## config.mk

```make
export PLATFORM = sky130hd
export DESIGN_NAME = junction_cycle_scheduler
export DESIGN_NICKNAME = d
export VERILOG_FILES = /design/src/rtl/junction_cycle_scheduler.sv
export SDC_FILE = /design/constraint.sdc
export NUM_CORES = 1
export LEC_CHECK = 0
export CAP_MARGIN = 10
export CORE_AREA = 2 2 50 48
export CTS_BUF_LIST = sky130_fd_sc_hd__clkbuf_8
export DETAILED_ROUTE_END_ITERATION = 10
export DIE_AREA = 0 0 52 50
export PLACE_DENSITY = 0.68
export SYNTH_ARGS = -nofsm -noshare
export SYNTH_HDL_FRONTEND = slang
export SYNTH_SLANG_ARGS = --single-unit
```

## constraint.sdc

```tcl
create_clock -name clk_i -period 1 [get_ports clk_i]
set_input_delay 0.2 -clock clk_i [delete_from_list [all_inputs] [get_ports clk_i]]
set_output_delay 0.2 -clock clk_i [all_outputs]
set_load 0.1 [all_outputs]
```

## src/rtl/junction_cycle_scheduler.sv

```systemverilog
// Global cycle scheduler: locks NJ junction index counters, each with its own CPC[j], to one
// CPC_MAX-long global cycle. Define CYCLE_COUNT_EN to build the saturating completed-cycle counter.
module junction_cycle_scheduler #(
   parameter int unsigned NJ             = 2,
   parameter logic [31:0] CPC [0:NJ-1]   = '{32'd6, 32'd4},
   parameter int unsigned CPC_MAX        = 6,
   parameter int unsigned CW             = $clog2(CPC_MAX)
) (
   input  logic             clk_i,
   input  logic             rst_ni,
   input  logic             run_i,
   input  logic             stall_i,
   output logic [NJ*CW-1:0] cycle_index_o,
   output logic [NJ-1:0]    j_active_o,
   output logic             cycle_clk_o,
   output logic             busy_o,
   output logic [31:0]      num_cycles_o
);

   function automatic logic [31:0] max_cpc();
      logic [31:0] m;
      m = '0;
      for (int j = 0; j < int'(NJ); j++) begin
         if (CPC[j] > m) m = CPC[j];
      end
      return m;
   endfunction

   // Every junction window must be 2^x+2 clocks long and the global cycle must match the longest.
   for (genvar j = 0; j < int'(NJ); j++) begin : g_cpc_chk
      if (CPC[j] < 32'd3 || ((CPC[j] - 32'd2) & (CPC[j] - 32'd3)) != 32'd0) begin : g_bad_cpc
         $fatal(1, "junction_cycle_scheduler: CPC[%0d]=%0d is not 2^x+2 >= 3", j, CPC[j]);
      end
   end
   if (32'(CPC_MAX) != max_cpc()) begin : g_bad_max
      $fatal(1, "junction_cycle_scheduler: CPC_MAX=%0d differs from max(CPC)", CPC_MAX);
   end

   typedef enum logic [0:0] {StIdle, StRun} state_e;

   state_e        state_q, state_d;
   logic [CW-1:0] gidx_q, gidx_d;
   logic [31:0]   gidx_ext;
   logic          wrap;

   assign busy_o   = (state_q == StRun);
   assign wrap     = (gidx_q == CW'(CPC_MAX - 1));
   assign gidx_ext = 32'(gidx_q);

   always_ff @(posedge clk_i) begin
      if (!rst_ni) begin
         state_q <= StIdle;
         gidx_q  <= '0;
      end else begin
         state_q <= state_d;
         gidx_q  <= gidx_d;
      end
   end

   always_comb begin
      state_d = state_q;
      gidx_d  = gidx_q;
      unique case (state_q)
         StIdle: begin
            if (run_i) begin
               state_d = StRun;
               gidx_d  = '0;
            end
         end
         StRun: begin
            // Stall freezes everything, including a wrap that would otherwise happen now.
            if (!stall_i) begin
               if (wrap) begin
                  gidx_d = '0;
                  if (!run_i) state_d = StIdle;
               end else begin
                  gidx_d = gidx_q + CW'(1);
               end
            end
         end
         default: begin
            state_d = StIdle;
            gidx_d  = '0;
         end
      endcase
   end

   always_comb begin
      cycle_index_o = '0;
      j_active_o    = '0;
      cycle_clk_o   = busy_o & ~stall_i & wrap;
      if (busy_o) begin
         for (int j = 0; j < int'(NJ); j++) begin
            // Shorter junctions park on their last index until the global cycle wraps.
            if (gidx_ext < CPC[j]) begin
               cycle_index_o[j*CW +: CW] = gidx_q;
               j_active_o[j]             = 1'b1;
            end else begin
               cycle_index_o[j*CW +: CW] = CW'(CPC[j] - 32'd1);
            end
         end
      end
   end

`ifdef CYCLE_COUNT_EN
   logic [31:0] cnt_q, cnt_d;

   assign cnt_d = (cycle_clk_o && (cnt_q != 32'hFFFF_FFFF)) ? cnt_q + 32'd1 : cnt_q;

   always_ff @(posedge clk_i) begin
      if (!rst_ni) begin
         cnt_q <= '0;
      end else begin
         cnt_q <= cnt_d;
      end
   end

   assign num_cycles_o = cnt_q;
`else
   assign num_cycles_o = 32'd0;
`endif

endmodule

```

==> out/results.ini <==
[outcome]
status = complete, but fails checks
violations = negative setup slack

[pwr]
combPwrFrac_pct = 59.0
seq_power_share_pct = 13.2
sw_frac_of_total_pct = 59.27
ir_drop_mv = 0.7612
p_switching_w = 0.0007651
power_per_cell_area_nw_per_um2 = 1547
p_leak_nw = 0.3928
p_int_w = 0.0005258
clkPwrFrac_pct = 27.8

[route]
top_layer_used = met3
vias_per_cell = 3.525
drtPass1Iterations = 4
wl_per_cell_um = 8.864
vias = 416
route.detailed.drc = 0
routed_wl_um = 1046
wirelength_met1_um = 336
route.met3.wl_um = 97
route.met2.wl_um = 613
drt.antenna.violating_nets = 0
drt-initial-drc-count = 3

[clock_tree]
cts.clk_slew.worst_paths_ns = 0.03
numClockSinks = 4
ctsHoldBuffers = 0
clockBufferDepth = 2
cts_made_buffers = 3
cts_tree = yes
cts_root_buf = clkbuf_8
clock_latency_ns = 0.22
htreeDepth = 1

[logic_synthesis]
synth_warnings = 0
synthCells = 63
avgSynthCellArea_um2 = 7.825
async_reset_ff_share_pct = 0
ys_types = 19
synth_top_area_share_pct = 51.78
ys_seq_elements = 4
synth_ff_type = dfxtp_1
synth.most_common_cell = buf_4
seq_area_frac_synth_pct = 16.24
yosys-top-cells-area = buf_4 52%, dfxtp_1 16%, and2_1 3.8%
synthesis.area_um2 = 493.0
yosys.area.top_type = buf_4
synth_common_cells = 34 x buf_4, 4 x dfxtp_1, 3 x and2_1
synth-edff-count = 0

[floorplanning]
die_w_um = 52
fp.dieH_um = 50
initial_core_util_pct = 23.91
core_um2 = 2062
rows = 16
ios = 46
die-area_um2 = 2600

[worst_setup_path]
r2r_start = busy_o
start_kind = flop
cp.required_ns = 0.80
r2r_slack_ns = -0.05
r2r_end = gidx_q[0]
crit_chain = and2b_2, and2_4, buf_12
r2r_cells = 3
path_max_fanout = 5
crit_buf_inv = 1
crit_slowest_cell = dfxtp_4
worstSetupPathType = flop to primary output
slowest_delay_ns = 0.36
arrival_ns = 1.14
worst_setup_path_end_kind = primary output
crit_family = simple AND/OR/NAND/NOR gates

[layout]
fin_util_pct = 40.47
fin_area_um2 = 834.6
antennaDiodeCount = 0
nNetsFinal = 96
drive_gt1_share_pct = 46.15
area_growth_pct = 69.29
fin_cells = 118

[sta]
max_freq_mhz = 744.0
rsz0062_at_grt = true
setup_ws_ns = -0.3441
setup_violations = 10
finalHoldViolCount = 0
setup_tns_ns = -2.559
hold_slack_ns = 0.4610
report.final.slew_viol_count = 0
min_period_ns = 1.344
fin_crit_sh_pct = 134.4
fin_skew_ns = 0.001255

[hold_path]
hold_start = stall_i
whs_path_depth = 3
holdPathEnd = gidx_q[0]
min_path_type = input port to flop

[placed_design]
dp_hpwl_um = 797.4
place_inst = 111
io_buffers = 12
place_area_um2 = 711.9
gp_congestion = 0.7707

[global_route]
grt_pass1_vias = 381
grt_remaining_overflow = 0
grt_antenna_before_repair = 0
grt_usage_pct = 8.945
grt_max_degree = 7
grt_pass1_wl_um = 1635

[job]
drv_cap = 0

-- cells in the final DEF (no fill, tap or decap) --
cell type and n:
conb_1 33, buf_4 11, buf_12 9, clkbuf_8 3, buf_6 3, o21a_1 2
and2_4 2, nand2_1 2, o22ai_1 2, dfxtp_4 2, dfxtp_2 2, clkdlybuf4s50_1 2
a21boi_4 1, and2b_2 1, nand2b_4 1, nor3b_4 1, a21oi_1 1, nor2b_2 1
nand3b_1 1, nor2_4 1, a21oi_2 1, and2_1 1, o21ai_0 1, or3b_4 1
a21boi_2 1, nand2b_1 1, nor4b_2 1, nor3b_1 1, inv_1 1, dlygate4sd2_1 1
-- timing repair --
action                                  CTS  global route
endpoints found under the setup margin   13            13
buffers inserted                          3             1
resized for setup                        11             6
hold endpoints to repair                  0             0
pin swaps                                 3             3
-- worst min-delay path: stages --
cell and delay, ns:
dlygate4sd2_1 0.25, or3b_4 0.15, a21boi_2 0.04
-- layout make-up --
cell class,count,area (µm²)
sequential,4,90.09
clock inverter,1,3.754
fill,195,1227
clock buffer,3,41.29
multi-input combinational,57,340.3
tap,27,33.78
timing repair buffer,26,325.3
-- worst max-delay path by stage --
stage	depth (start not counted)	slack, ns	start	to
finish	3	-0.34	gidx_q[2]	cycle_index_o[1]
global route	3	-0.40	gidx_q[2]	cycle_clk_o
CTS	3	-0.36	gidx_q[1]	cycle_clk_o
detailed placement	4	-0.52	stall_i	cycle_clk_o
global placement	4	-0.48	stall_i	cycle_clk_o
floorplan	3	-1.13	busy_o	cycle_clk_o
-- cells by family after synthesis --
group / after synthesis / share of synthesized area, %
buffers and inverters: 34 / 51.78
AND/OR/NAND/NOR: 15 / 19.54
AO/OA/AOI/OAI: 9 / 11.67
flip-flops: 4 / 16.24
other: 1 / 0.7607
-- routing by layer --
| metal | up-vias | GRT usage [%] |
|---|---|---|
| li1 | 194 | - |
| met1 | 195 | 8.044 |
| met2 | 27 | 16.03 |
| met3 | 0 | 3.030 |
| met4 | 0 | 6.579 |
| met5 | - | 0 |
-- metrics by stage --
stage                     setup WS (ns)  power [W]
after floorplan                  -1.127  0.0009246
after global placement          -0.4786  0.0009086
after detailed placement        -0.5163  0.0009113
after CTS                       -0.3620   0.001295
after global routing            -0.3977   0.001336
final                           -0.3441   0.001291
-- power groups by stage --
stage / sequential, W / clock [W] / combinational (W)
floorplan: 0.000193 / 0 / 0.000731
global placement: 0.000173 / 0 / 0.000736
detailed placement: 0.000174 / 0 / 0.000738
CTS: 0.000170 / 0.000375 / 0.000750
global route: 0.000171 / 0.000388 / 0.000777
finish: 0.000171 / 0.000359 / 0.000762
-- sequential cells by signal, summed over array words and instances, names as in the netlist --
signal and count:
gidx_q 3, busy_o 1
No activity file was read; power rests on OpenSTA's default activity.
